File: config.mk
export PLATFORM = sky130hd
export DESIGN_NAME = shape_seq
export DESIGN_NICKNAME = d
export VERILOG_FILES = /design/src/rtl/shape_seq.sv
export SDC_FILE = /design/constraint.sdc
export NUM_CORES = 1
export LEC_CHECK = 0
export CORE_MARGIN = 2
export CORE_UTILIZATION = 45
export DETAILED_ROUTE_END_ITERATION = 12
export PLACE_DENSITY = 0.79
export SYNTH_ARGS = -nofsm -noshare
export SYNTH_HDL_FRONTEND = slang
export SYNTH_SLANG_ARGS = --single-unit
File: constraint.sdc
create_clock -name clk -period 2.32 [get_ports clk]
set_input_delay 0.232 -clock clk [delete_from_list [all_inputs] [get_ports clk]]
set_output_delay 0.232 -clock clk [all_outputs]
set_load 0.01 [all_outputs]
File: src/rtl/shape_seq.sv
// ---------------------------------------------------------------------------
// shape_seq
//
// Purpose:
//   Walks a vertex list held in an external synchronous ROM, passes each
//   vertex through an external rotator, translates the rotated point by a
//   latched position and emits line segments between consecutive pen-down
//   vertices to a downstream line drawer over a valid/ready handshake.
//
// Ports:
//   clk        in   sole clock, rising edge
//   rst_n      in   asynchronous active-low reset
//   start      in   begin a shape (sampled in IDLE only)
//   base_addr  in   first vertex address
//   pos_x/y    in   signed translation applied to every rotated vertex
//   theta      in   rotation angle handed to the rotator
//   busy       out  high in every state except IDLE
//   done       out  one-cycle pulse when a shape completes
//   rom_addr   out  vertex ROM address (ROM answers one cycle later)
//   rom_data   in   {end, pen, vx, vy}
//   rot_x/y    out  sign-extended vertex coordinates to the rotator
//   rot_theta  out  latched angle to the rotator
//   rot_rx/ry  in   rotated point, ROT_LAT cycles after rot_x/rot_y
//   seg_valid  out  segment available
//   seg_ready  in   downstream accepts the segment
//   seg_x0..y1 out  segment endpoints (prev -> cur)
// ---------------------------------------------------------------------------
module shape_seq #(
    parameter int DATA_W  = 18,
    parameter int PHASE_W = 10,
    parameter int VTX_W   = 8,
    parameter int ADDR_W  = 8,
    parameter int ROT_LAT = 1
) (
    input  logic                 clk,
    input  logic                 rst_n,
    input  logic                 start,
    input  logic [ADDR_W-1:0]    base_addr,
    input  logic [DATA_W-1:0]    pos_x,
    input  logic [DATA_W-1:0]    pos_y,
    input  logic [PHASE_W-1:0]   theta,
    output logic                 busy,
    output logic                 done,
    output logic [ADDR_W-1:0]    rom_addr,
    input  logic [2*VTX_W+1:0]   rom_data,
    output logic [DATA_W-1:0]    rot_x,
    output logic [DATA_W-1:0]    rot_y,
    output logic [PHASE_W-1:0]   rot_theta,
    input  logic [DATA_W-1:0]    rot_rx,
    input  logic [DATA_W-1:0]    rot_ry,
    output logic                 seg_valid,
    input  logic                 seg_ready,
    output logic [DATA_W-1:0]    seg_x0,
    output logic [DATA_W-1:0]    seg_y0,
    output logic [DATA_W-1:0]    seg_x1,
    output logic [DATA_W-1:0]    seg_y1
);

    localparam int RCNT_W = (ROT_LAT < 1) ? 1 : $clog2(ROT_LAT + 1);

    typedef enum logic [2:0] {
        S_IDLE,
        S_FETCH,
        S_LOAD,
        S_ROT,
        S_EMIT,
        S_DONE
    } state_t;

    state_t              r_state;
    logic [1:0]          r_rstPipe;
    logic [ADDR_W-1:0]   r_addr;
    logic [ADDR_W-1:0]   r_vtxCnt;
    logic [DATA_W-1:0]   r_posX;
    logic [DATA_W-1:0]   r_posY;
    logic [PHASE_W-1:0]  r_rotTheta;
    logic [DATA_W-1:0]   r_rotX;
    logic [DATA_W-1:0]   r_rotY;
    logic                r_vtxEnd;
    logic                r_vtxPen;
    logic                r_first;
    logic [RCNT_W-1:0]   r_rotCnt;
    logic [DATA_W-1:0]   r_prevX;
    logic [DATA_W-1:0]   r_prevY;
    logic                r_segValid;
    logic [DATA_W-1:0]   r_segX0;
    logic [DATA_W-1:0]   r_segY0;
    logic [DATA_W-1:0]   r_segX1;
    logic [DATA_W-1:0]   r_segY1;
    logic                r_busy;
    logic                r_done;

    logic                w_runEn;
    logic signed [VTX_W-1:0] w_romVx;
    logic signed [VTX_W-1:0] w_romVy;
    logic [DATA_W-1:0]   w_curX;
    logic [DATA_W-1:0]   w_curY;
    logic                w_lastVtx;
    logic                w_rotLast;

    // Vertex fields; the signed view lets a size cast sign-extend them.
    assign w_romVx = rom_data[2*VTX_W-1:VTX_W];
    assign w_romVy = rom_data[VTX_W-1:0];

    // Translated point; plain DATA_W addition wraps on overflow.
    assign w_curX = rot_rx + r_posX;
    assign w_curY = rot_ry + r_posY;

    // A vertex ends the shape when it carries the end flag or when it is the
    // 2^ADDR_W-th vertex visited (guards against a list with no terminator).
    assign w_lastVtx = r_vtxEnd || (r_vtxCnt == {ADDR_W{1'b1}});
    assign w_rotLast = (r_rotCnt == RCNT_W'(ROT_LAT));

    assign busy      = r_busy;
    assign done      = r_done;
    assign rom_addr  = r_addr;
    assign rot_x     = r_rotX;
    assign rot_y     = r_rotY;
    assign rot_theta = r_rotTheta;
    assign seg_valid = r_segValid;
    assign seg_x0    = r_segX0;
    assign seg_y0    = r_segY0;
    assign seg_x1    = r_segX1;
    assign seg_y1    = r_segY1;

    // Reset release synchroniser: assertion is immediate, but the sequencer
    // stays parked in IDLE until two clean edges have passed after release,
    // so the first edge it acts on never races the rst_n deassertion.
    always_ff @(posedge clk or negedge rst_n) begin
        if (!rst_n) begin
            r_rstPipe <= 2'b00;
        end else begin
            r_rstPipe <= {r_rstPipe[0], 1'b1};
        end
    end

    assign w_runEn = r_rstPipe[1];

    // Main sequencer. One vertex costs FETCH + LOAD + (ROT_LAT+1) ROT cycles,
    // plus one EMIT cycle when a segment is drawn and accepted at once.
    // All outputs are registered here so downstream sees glitch-free values.
    always_ff @(posedge clk or negedge rst_n) begin
        if (!rst_n) begin
            r_state    <= S_IDLE;
            r_addr     <= '0;
            r_vtxCnt   <= '0;
            r_posX     <= '0;
            r_posY     <= '0;
            r_rotTheta <= '0;
            r_rotX     <= '0;
            r_rotY     <= '0;
            r_vtxEnd   <= 1'b0;
            r_vtxPen   <= 1'b0;
            r_first    <= 1'b1;
            r_rotCnt   <= '0;
            r_prevX    <= '0;
            r_prevY    <= '0;
            r_segValid <= 1'b0;
            r_segX0    <= '0;
            r_segY0    <= '0;
            r_segX1    <= '0;
            r_segY1    <= '0;
            r_busy     <= 1'b0;
            r_done     <= 1'b0;
        end else if (w_runEn) begin
            case (r_state)
                S_IDLE: begin
                    if (start) begin
                        r_addr     <= base_addr;
                        r_posX     <= pos_x;
                        r_posY     <= pos_y;
                        r_rotTheta <= theta;
                        r_first    <= 1'b1;
                        r_vtxCnt   <= '0;
                        r_busy     <= 1'b1;
                        r_state    <= S_FETCH;
                    end
                end

                // rom_addr already holds the vertex address; the ROM
                // samples it on the edge that leaves this state.
                S_FETCH: begin
                    r_state <= S_LOAD;
                end

                S_LOAD: begin
                    r_vtxEnd <= rom_data[2*VTX_W+1];
                    r_vtxPen <= rom_data[2*VTX_W];
                    r_rotX   <= DATA_W'(w_romVx);
                    r_rotY   <= DATA_W'(w_romVy);
                    r_rotCnt <= '0;
                    r_state  <= S_ROT;
                end

                // rot_x/rot_y stay put while the rotator works; its result is
                // valid in the final count, where the vertex is committed.
                S_ROT: begin
                    if (w_rotLast) begin
                        r_rotCnt <= '0;
                        r_prevX  <= w_curX;
                        r_prevY  <= w_curY;
                        r_first  <= 1'b0;
                        if (r_vtxPen && !r_first) begin
                            r_segX0    <= r_prevX;
                            r_segY0    <= r_prevY;
                            r_segX1    <= w_curX;
                            r_segY1    <= w_curY;
                            r_segValid <= 1'b1;
                            r_state    <= S_EMIT;
                        end else if (w_lastVtx) begin
                            r_done  <= 1'b1;
                            r_state <= S_DONE;
                        end else begin
                            r_addr   <= r_addr + ADDR_W'(1);
                            r_vtxCnt <= r_vtxCnt + ADDR_W'(1);
                            r_state  <= S_FETCH;
                        end
                    end else begin
                        r_rotCnt <= r_rotCnt + RCNT_W'(1);
                    end
                end

                // Segment registers are only written in ROT, so they hold
                // steady for as long as the drawer stalls.
                S_EMIT: begin
                    if (seg_ready) begin
                        r_segValid <= 1'b0;
                        if (w_lastVtx) begin
                            r_done  <= 1'b1;
                            r_state <= S_DONE;
                        end else begin
                            r_addr   <= r_addr + ADDR_W'(1);
                            r_vtxCnt <= r_vtxCnt + ADDR_W'(1);
                            r_state  <= S_FETCH;
                        end
                    end
                end

                // busy drops on the same edge the state returns to IDLE.
                S_DONE: begin
                    r_done  <= 1'b0;
                    r_busy  <= 1'b0;
                    r_state <= S_IDLE;
                end

                default: begin
                    r_state <= S_IDLE;
                end
            endcase
        end
    end

endmodule

Word level (Yosys, flattened, before mapping):

Index checks and enable logic that the tools add are counted.

* bits of input ports: 112
* word-level logic and storage cells: 92
* output and inout port bits: 129
* register bits after elaboration: 198

* mux-type cells: 33
* equal/unequal tests: 11
* add/subtract/negate cells: 5
* reduce and logical (&&, ||, !) cells: 21

Operators by type and width (count)
* $mux 8: 10
* $pmux 8 s3: 2
* $add 18x18->18: 2
* $add 8x1->8 const B: 2
* $mux 3: 5
* $pmux 3 s5: 1
* $reduce_and 4->1: 3
* $mux 1: 10
* $ne 2x2->1 const B: 5
* $reduce_and 5->1: 2
* $reduce_and 3->1: 3
* $eq 8x8->1 const B: 1
* $pmux 1 s2: 4
* $reduce_bool 2->1: 4
* $eq 3x2->1 const B: 2
* $eq 3x3->1 const B: 2
* $reduce_and 6->1: 1
* $reduce_bool 3->1: 2
* $reduce_and 2->1: 2
* $eq 3x1->1 const B: 1
* $logic_not 3->1: 1
* $pmux 1 s3: 1
* $add 1x1->1 const B: 1
* $logic_and 1x1->1: 1
* 2 further kinds: 2

Longest topological paths before layout:

* word-level depth: 6
* depth in mapped cells: 9
* mapped depth without buffers: 9

Worst setup path after synthesis:

OpenSTA, ideal clock, no wires.

* path kind: register -> register
* start: register r_posY[0]
* end: register r_segY1[12] (netlist: seg_y1[12])
* stages on the path, launching flop included: 9
* data arrival time: 2.149 ns
* setup time: 0.125 ns
* clock period less this slack: 2.274 ns
* buffers on the path: 0
* setup slack: 0.046 ns
* required time: 2.195 ns
* cells stage by stage: dfrtp_1 ha_1 fa_1 a21o_1 a311o_1 a21oi_1 o21ai_1 xor2_1 mux2_2

* cells in the longest elaborated chain, start to end: 1

Ends and longest elaborated chain
* from (decl): line 75 `logic [DATA_W-1:0] r_posY;`
* from (signal assigned): line 171 `r_posY <= pos_y;`
* $add 18x18->18: line 107 `assign w_curY = rot_ry + r_posY;`
* to (signal assigned): line 207 `r_segY1 <= w_curY;`
* to (decl): line 89 `logic [DATA_W-1:0] r_segY1;`

No other way between the ends.
A chain may end at the register's enable or synchronous reset.

Worst setup path after layout:

* start: register r_posX[0]
* end: register r_segX1[15] (netlist: seg_x1[15])

* cells in the longest elaborated chain, start to end: 1

Ends and longest elaborated chain
* from (decl): line 74 `logic [DATA_W-1:0] r_posX;`
* from (signal assigned): line 170 `r_posX <= pos_x;`
* $add 18x18->18: line 106 `assign w_curX = rot_rx + r_posX;`
* to (signal assigned): line 206 `r_segX1 <= w_curX;`
* to (decl): line 88 `logic [DATA_W-1:0] r_segX1;`

No other way between the ends.

==> results.md <==
* Run status: finished clean
* Unrepaired setup endpoints after global routing: no
* Total grt overflow at 0
* Share of layout cells above drive strength 1 at 18.2%
* Maximum fanout count along the critical path at 2
* EDFF count, synth at 0
* Die outline width at 152 µm
* Top-Level Pins at 241
* Power per standard cell area at 1250 nW/µm²
* Worst vdd ir at 0.000576 V
* Floorplan row count at 54
* Seq cells post-synth at 198
* Clock network latency to the later pin of the worst-skew pair at 430 ps
* Kind of capture point of the worst setup path: flip-flop
* Number of cells in the design after placement at 1518
* Slowest Stage Delay on Critical Path at 400 ps
* Core area at 21600 µm²
* Min Hold Slack at 257 ps
* Crit Path Category: reg2reg
* TritonCTS clock tree: yes
* DRC violations left at 0
* HP Class: in2async
* Initial DRT Pass Iterations at 5
* HPWL reported at the end of detailed placement at 18.4 mm
* Buffer cell driving the clock tree root: sky130_fd_sc_hd__clkbuf_16
* Post-synthesis instance area at 9830 µm²
* Number of global-route vias before repair at 8275
* Number of buffers and inverters on the critical path at 2
* Number of inserted diodes at 0
* Count of fill cells added during filler insertion at 1745
* Synth async-reset ratio at 100%
* Maximum buffer depth of the clock tree at 2
* Max-cap viol count at 0
* Pins Over Slew Limit at 0
* Starting DRC count in detailed routing at 371
* Critical Path AT at 2570 ps
* Synthesized area per cell at 9.93 µm²
* Overall Global Routing Usage at 22.1%
* Busiest grt layer: met2
* Mean routed wirelength per cell at 16.3 µm
* Total Power at 17.1 mW
* Vias after detailed routing at 8155
* Portion of the post-synthesis area used by sequential elements at 50.4%
* GP Congestion at 0.859
* Most instantiated flip-flop cell in the synthesis netlist: sky130_fd_sc_hd__dfrtp_1
* Cell family with the largest share of critical-path delay: compound AO/OA/AOI/OAI gates
* Synth warnings at 0
* Global-route wire length before repair at 41.9 mm
* CP cell instances: ha_2 -> buf_4 -> a211oi_2 -> buf_4 -> o211ai_1 -> nand2_1 -> a21oi_1 -> or3_1 -> a31o_2
* CP Launch Type: flip-flop
* Portion of the clock cycle consumed by the worst path in the final layout at 97.2%
* Clk sinks at 198
* Cell with the largest stage delay on the worst path: sky130_fd_sc_hd__dfrtp_1
* Number of H-tree branching levels at 4
* Synthesized netlist net count at 1140
* GR met2 Demand/Resource at 36.7%
* Number of antenna violations at the first check in global routing at 0
* Met3 Usage GRT at 5.42%
* Post-route insts no fill at 1552
* Vertical die dimension at 152 µm
* Count of different cell masters after synthesis at 63
* Area grow syn2layout at 38.6%
* Required time at the worst-slack endpoint at 2630 ps
* Post-synthesis instance total at 990
* Cell repeated most along the worst path: sky130_fd_sc_hd__buf_4
* Tmin final at 2260 ps
* # port buffers at 240
* Total CTS buffers at 17
* Met1 global-route usage at 29.2%
* Static power due to leakage at 6.17 nW
* Initial cell density of the core at 45.5%
* Final setup violating endpoints at 0
* Antenna Violating Nets Remaining at 0
* Per-cell via count in the routed design at 5.25
* Largest net degree at the start of global routing at 62
* Final hold vios at 0
* Max Clock Skew at 11.3 ps
* Highest clock rate at 443 MHz
* Final #Nets at 1409
* Clock slew seen by the registers of the worst setup and hold paths at 70 ps
* Wire length after detailed routing at 25.3 mm
* Die Footprint at 23100 µm²
## logic make-up after synthesis
logic type	after synthesis	share of synthesized area (%)
XOR/XNOR	28	2.49
adder cells (fa/ha/maj)	38	4.99
AO/OA/AOI/OAI	179	11.0
flip-flops	198	50.4
AND/OR/NAND/NOR	373	16.2
buffers and inverters	79	4.22
other	1	0.0381
multiplexers	94	10.7
## cell usage after synthesis (all sizes together) (2+ instances only)
cell / n / area, µm²
a21oi: 57 / 289
fa: 2 / 40.0
nor3b: 6 / 45.0
a22oi: 3 / 22.5
or3: 4 / 25.0
nand2: 249 / 937
nand3: 20 / 110
a41o: 2 / 20.0
and2: 8 / 50.1
ha: 36 / 450
o21ai: 66 / 330
buf: 48 / 298
a211oi: 3 / 27.5
or2: 2 / 12.5
o211ai: 7 / 52.6
a31oi: 5 / 31.3
a41oi: 4 / 35.0
nor3: 15 / 75.1
mux2i: 8 / 80.1
mux2: 86 / 968
inv: 11 / 41.3
a31o: 4 / 35.0
xor2: 13 / 114
and3: 9 / 56.3
nand4: 5 / 31.3
nand2b: 4 / 25.0
nor2: 44 / 170
o21a: 2 / 15.0
o31ai: 6 / 50.1
xnor2: 15 / 131
a21o: 8 / 67.6
o21bai: 4 / 30.0
dfrtp: 197 / 4930
clkbuf: 20 / 76.3
## where the power goes
group	internal [mW]	switching [mW]
Clock	1.77	1.31
Sequential	4.80	0.938
Combinational	4.32	3.94
Total	10.9	6.18
## sequential cells by signal, summed over array words and instances (netlist names), 18 cells and up
name and cells:
r_prevY 18, seg_x0 18, seg_y1 18, r_prevX 18
r_posY 18, seg_x1 18, seg_y0 18, r_posX 18
## cells in the final DEF (no fill, tap or decap), types with 4 or more instances in the layout
cell type,n
sky130_fd_sc_hd__a31o_2,4
sky130_fd_sc_hd__clkinv_4,4
sky130_fd_sc_hd__xnor2_1,15
sky130_fd_sc_hd__nor3_1,15
sky130_fd_sc_hd__or3_1,4
sky130_fd_sc_hd__o211ai_1,7
sky130_fd_sc_hd__nand4_1,5
sky130_fd_sc_hd__inv_1,11
sky130_fd_sc_hd__o21ai_1,12
sky130_fd_sc_hd__and2_1,8
sky130_fd_sc_hd__o21ai_0,51
sky130_fd_sc_hd__nand2_1,247
sky130_fd_sc_hd__clkdlybuf4s50_1,239
sky130_fd_sc_hd__nand3_1,18
sky130_fd_sc_hd__a21o_1,7
sky130_fd_sc_hd__xor2_1,13
sky130_fd_sc_hd__a41oi_1,4
sky130_fd_sc_hd__buf_12,7
sky130_fd_sc_hd__nor2_1,41
sky130_fd_sc_hd__nor3b_1,6
sky130_fd_sc_hd__a21oi_2,4
sky130_fd_sc_hd__a31oi_1,5
sky130_fd_sc_hd__dfrtp_1,197
sky130_fd_sc_hd__ha_1,33
sky130_fd_sc_hd__o31ai_1,5
sky130_fd_sc_hd__clkbuf_16,17
sky130_fd_sc_hd__buf_4,70
sky130_fd_sc_hd__and3_1,9
sky130_fd_sc_hd__a21oi_1,52
sky130_fd_sc_hd__mux2i_1,8
sky130_fd_sc_hd__mux2_2,86
## cell type report
type	instances	area [µm²]	area share [%]
repair buffers	318	3080	22.6
flip-flops and latches	198	4960	36.4
clock buffers	22	464	3.40
clock inverters	10	146	1.07
multi-input cells	713	4590	33.7
well taps	280	350	2.57
inverters	11	41.3	0.303
## metal layers
metal	part of all wire, %	vias to the layer above
met4	1.7	0
met3	5.8	28
met5	0	-
met1	44	3943
met2	49	267
li1	-	3917
## per-stage QoR
step / area, µm² / setup WS, ps / util [%] / TNS, ps
after floorplan: 9830 / 46.1 / - / 0
after global placement: 12900 / -411 / 59.6 / -7920
after detailed placement: 12900 / -507 / 59.6 / -10420
after CTS: 13600 / 3.13 / 62.7 / 0
after global routing: 13600 / 4.78 / 63.1 / 0
final: 13600 / 64.1 / 63.1 / 0
## path summary, 6_finish.rpt
| check | depth (start not counted) | to | startpoint | slack [ps] |
|---|---|---|---|---|
| min reg2reg | 0 | r_rstPipe[1]$_DFF_PN0_ | r_rstPipe[0]$_DFF_PN0_ | 380 |
| max reg2reg | 9 | seg_x1[15]$_DFFE_PN0P_ | r_posX[0]$_DFFE_PN0P_ | 60 |
| max | 9 | seg_x1[15]$_DFFE_PN0P_ | r_posX[0]$_DFFE_PN0P_ | 60 |
| min in group clk | 3 | r_posX[1]$_DFFE_PN0P_ | pos_x[1] | 350 |
| min | 2 | rom_addr[7]$_DFFE_PN0P_ | rst_n | 260 |
| max in group asynchronous | 3 | r_posY[1]$_DFFE_PN0P_ | rst_n | 1360 |
## repair_timing
action | in CTS | in global routing
cloned | 0 | 0
buffers inserted | 1 | 0
resized for setup | 9 | 16
hold endpoints to repair | 27 | 0
hold buffers | 1 | 0
endpoints found under the setup margin | 15 | 30
pin swaps | 4 | 9
Note: power is estimated with default switching activity, not from simulation.
==> edit 1, RTL diff (same settings) <==
Put one more register stage on the output `seg_y0`, without a reset. The value now appears one clock later. The other outputs are not delayed to match.
--- a/src/rtl/shape_seq.sv
+++ b/src/rtl/shape_seq.sv
@@ -121,3 +121,5 @@
     assign seg_x0    = r_segX0;
-    assign seg_y0    = r_segY0;
+    always_ff @(posedge clk) begin
+        seg_y0 <= r_segY0;
+    end
     assign seg_x1    = r_segX1;
Function: no difference found for any inputs over 4 cycles, from zero or initial values and one cycle with rst_n low; that may be too few to reach the edited logic, so the function may still have changed.
==> edit 1 against the unedited design <==
- first-iteration DRC count down 27%
- clock power grew 27%
- final cell count shrank 8.4%
- setup slack worse by 0.12 ns
- design area increased by 1.0%
- critical endpoint is now seg_y1[12]$_DFFE_PN0P_
- die area is 0.24% lower
- sequential cell count up 18
- highest routed layer unchanged
- area after synthesis fell by 0.25%
- the run now ends with setup timing left
- worst hold slack got worse by 0.066 ns
- combinational power shrank 6.3%
- wire length is 9.0% lower
- total power increased by 3.0%
==> edit 1: results (changes against the unedited design) <==
** Clock network
- Number of buffers on the longest clock path :: 3 (+1)
- The total number of H-tree levels came to 1 (-3).
- TritonCTS Buffers :: 24 (+7)

** Logic synthesis
- Synth cell count leaders :: sky130_fd_sc_hd__dfrtp_1, sky130_fd_sc_hd__mux2_2, sky130_fd_sc_hd__nand2_1, sky130_fd_sc_hd__a21oi_1, sky130_fd_sc_hd__o21ai_0
- The net count after synthesis came to 996 (-13%).
- Xor/xnor share of the synthesized area :: 0.02857 (+0.003635)
- Sequential share of the synthesized area :: 0.5420 (+0.03802)
- Yosys cell types :: 59 (-6.3%)

** STA
- Total setup violations reported at the end of the flow :: 6 (+6)
- Hold WS :: 0.1911 ns (-0.06620 ns)
- The final worst slack came to -0.05811 ns (-0.1223 ns).

** Critical path
- Critical Path Sink :: seg_y1[12]$_DFFE_PN0P_
- Worst EP arrival :: 2.78 ns (+0.21 ns)

** Detailed routing
- Vias per inst :: 5.132 (-2.3%)
- The initial detailed-routing violation count was 271 (-27%).
- Met2 routed WL :: 10730 um (-13%)

** Global routing
- Met2 routing resource usage after global routing :: 0.3173 (-0.04945)
- Vias in the first global route :: 7172 (-13%)
- The wire length of the first global-routing pass was 36170 um (-14%).

** Run status
- Violated checks :: setup timing
- Status :: finished, violations left

** Cells and area
- The sequential share of cell area is 0.3860 (+0.02247).
- The filler cell count was 1675 (-4.0%).
- Non-clock buffer instance count of the final layout :: 308 (-3.1%)
- Signal buffers share of area :: 0.2156 (-0.01048)
- Multi-input combinational gate total :: 565 (-21%)

** Placed design
- The number of placed instances, taps included came to 1372 (-9.6%).

** Power and ir drop
- The leakage component of the power came to 6.208 nW (+0.64%).
[edit 1: cell types whose count changed after synthesis, moves of 5 or more]
cell,unedited run,this run
sky130_fd_sc_hd__nand2_1,248,107
sky130_fd_sc_hd__mux2_2,86,111
sky130_fd_sc_hd__dfxtp_1,0,18
sky130_fd_sc_hd__mux2_1,0,17
sky130_fd_sc_hd__nor2_1,42,25
sky130_fd_sc_hd__nor3_1,15,6
sky130_fd_sc_hd__o21ai_0,52,43
sky130_fd_sc_hd__xnor2_1,15,24
sky130_fd_sc_hd__o21ai_1,14,21
sky130_fd_sc_hd__a21o_1,7,13
sky130_fd_sc_hd__and2_1,8,2
sky130_fd_sc_hd__mux2i_1,8,3
sky130_fd_sc_hd__nor2b_1,1,6
sky130_fd_sc_hd__xor2_1,13,8
[edit 1: power groups by stage]
stage,Clock [mW],Combinational [mW],Sequential (mW)
finish,3.89,7.74,5.95
global route,4.18,8.52,6.12
CTS,3.99,7.54,5.96
detailed placement,0,7.45,6.02
global placement,0,7.28,5.95
floorplan,0,4.20,6.03
==> edit 2, RTL diff (config.mk and constraints unchanged) <==
Without the edit above. Set the parameter `PHASE_W` to 5 (it was 10).
--- a/src/rtl/shape_seq.sv
+++ b/src/rtl/shape_seq.sv
@@ -29,3 +29,3 @@
     parameter int DATA_W  = 18,
-    parameter int PHASE_W = 10,
+    parameter int PHASE_W = 5,
     parameter int VTX_W   = 8,
Ports: changed (resized rot_theta and theta); port bits go from 241 to 231. No check against the original RTL was run, so the function may have changed too.
==> edit 2 against the unedited design <==
- setup slack got worse by 0.018 ns
- via count increased by 1.5%
- design area increased by 0.34%
- clock skew about the same
- area after synthesis decreased by 0.22%
- sequential cell count decreased by 5
- wire length increased by 2.1%
- total power increased by 7.0%
- global-route usage increased by 0.38 points
- highest routed layer unchanged
==> edit 2: results (changes against the unedited design) <==
** STA
- Layout Skew :: 0.01087 ns (-0.0004409 ns)

** Logic synthesis
- Sequential share of the synthesized area :: 0.4923 (-0.01166)
- The net count after synthesis came to 1126 (-1.2%).
- Largest cells by area after synthesis :: sky130_fd_sc_hd__dfrtp_1, sky130_fd_sc_hd__mux2_2, sky130_fd_sc_hd__nand2_1
- Area fraction in compound gates after synthesis :: 0.1363 (+0.02625)
- Xor/xnor share of the synthesized area :: 0.02053 (-0.004409)
- After synthesis, the most frequently instantiated cells are sky130_fd_sc_hd__nand2_1, sky130_fd_sc_hd__dfrtp_1, sky130_fd_sc_hd__mux2_2, sky130_fd_sc_hd__a21oi_1, sky130_fd_sc_hd__o21ai_0.
- Yosys cell types :: 69 (+9.5%)

** Power and ir drop
- The maximum vdd ir drop came to 0.0005991 V (+4.0%).
- The switching share of power was 0.3789 (+0.01649).
- The leakage component of the power is 6.244 nW (+1.2%).

** Worst hold path
- In this run the most critical hold path is launched from r_rstPipe[0]$_DFF_PN0_.

** Global routing
- GR Util met3 :: 0.04311 (-0.01108)
- Met1 usage :: 0.2998 (+0.008029)
- First-pass GRT wire length :: 40930 um (-2.2%)
- Met2 routing resource usage after global routing :: 0.3712 (+0.004376)
- Largest net degree at the start of global routing :: 76 (+23%)
- The number of global-route vias before repair was 8153 (-1.5%).

** Detailed routing
- The routed length on met2 was 12730 um (+3.6%).
- The average wire per standard cell is 16.71 um (+2.3%).
- The routed metal-1 wire length is 11240 um (+0.67%).
- Initial drt markers :: 509 (+37%)
- The length of routed met3 wiring is 1351 um (-8.1%).
- Vias per inst :: 5.342 (+1.7%)
- Detailed Route WL :: 25880 um (+2.1%)

** Placed design
- The number of placed instances, taps included was 1513 (-0.33%).
- The pre-CTS setup slack came to -0.4908 ns (+0.01624 ns).
- Routability congestion estimate from global placement :: 0.9020 (+5.0%)
- HPWL after detailed placement :: 18950 um (+2.9%)

** Clock network
- Gates resized, CTS repair :: 4 (-5)
- The post-CTS setup repair buffer count was 0 (-1).

** Cells and area
- Total Nets Final :: 1402 (-0.50%)
- FILL cells :: 1760 (+0.86%)
- Signed area change from the synthesized netlist to the final layout :: 39.40%

** Run status
- Status :: finished, final reports clean

** Critical path
- Worst EP arrival :: 2.60 ns (+0.03 ns)
- In this run the critical register-to-register path is launched from r_posX[2]$_DFFE_PN0P_.
- CP max FO :: 3 (+1)
- The slack of the worst reg-to-reg path is 0.05 ns (-0.02 ns).
## edit 2: power groups by stage
stage                     Clock [mW]  Sequential, mW  Combinational, mW
after floorplan                    0            6.01               4.81
after global placement             0            5.85               8.73
after detailed placement           0            5.92               9.01
after CTS                       3.04            5.86               9.10
after global routing            3.16            6.07               10.3
final                           2.98            5.87               9.42
## edit 2: worst max-delay path, cell delays in order (launching register included)
cell and delay (ns):
sky130_fd_sc_hd__dfrtp_1 0.41, sky130_fd_sc_hd__ha_1 0.30, sky130_fd_sc_hd__buf_4 0.15, sky130_fd_sc_hd__o211ai_1 0.19, sky130_fd_sc_hd__o21bai_2 0.14, sky130_fd_sc_hd__o21ai_2 0.13
sky130_fd_sc_hd__buf_4 0.14, sky130_fd_sc_hd__buf_4 0.11, sky130_fd_sc_hd__a21oi_1 0.10, sky130_fd_sc_hd__o21a_1 0.24, sky130_fd_sc_hd__o31ai_2 0.28
## edit 2: area by class of cell
class	instances	share of cell area
clock buffers	17	0.03110
multi-input cells	708	0.3484
flip-flops and latches	193	0.3531
inverters	12	0.003293
repair buffers	325	0.2257
clock inverters	14	0.01271
well taps	280	0.02561
## edit 2: worst max-delay path by stage
stage,start,slack (ns),to
global placement,rot_rx[0],-0.41,r_prevX[14]$_DFFE_PN0P_
detailed placement,rot_rx[0],-0.49,r_prevX[14]$_DFFE_PN0P_
floorplan,r_posY[0]$_DFFE_PN0P_,0.18,seg_y1[12]$_DFFE_PN0P_
CTS,r_posX[4]$_DFFE_PN0P_,-0.04,r_prevX[16]$_DFFE_PN0P_
finish,r_posX[2]$_DFFE_PN0P_,0.05,seg_x1[15]$_DFFE_PN0P_
global route,r_posX[2]$_DFFE_PN0P_,-0.07,seg_x1[15]$_DFFE_PN0P_
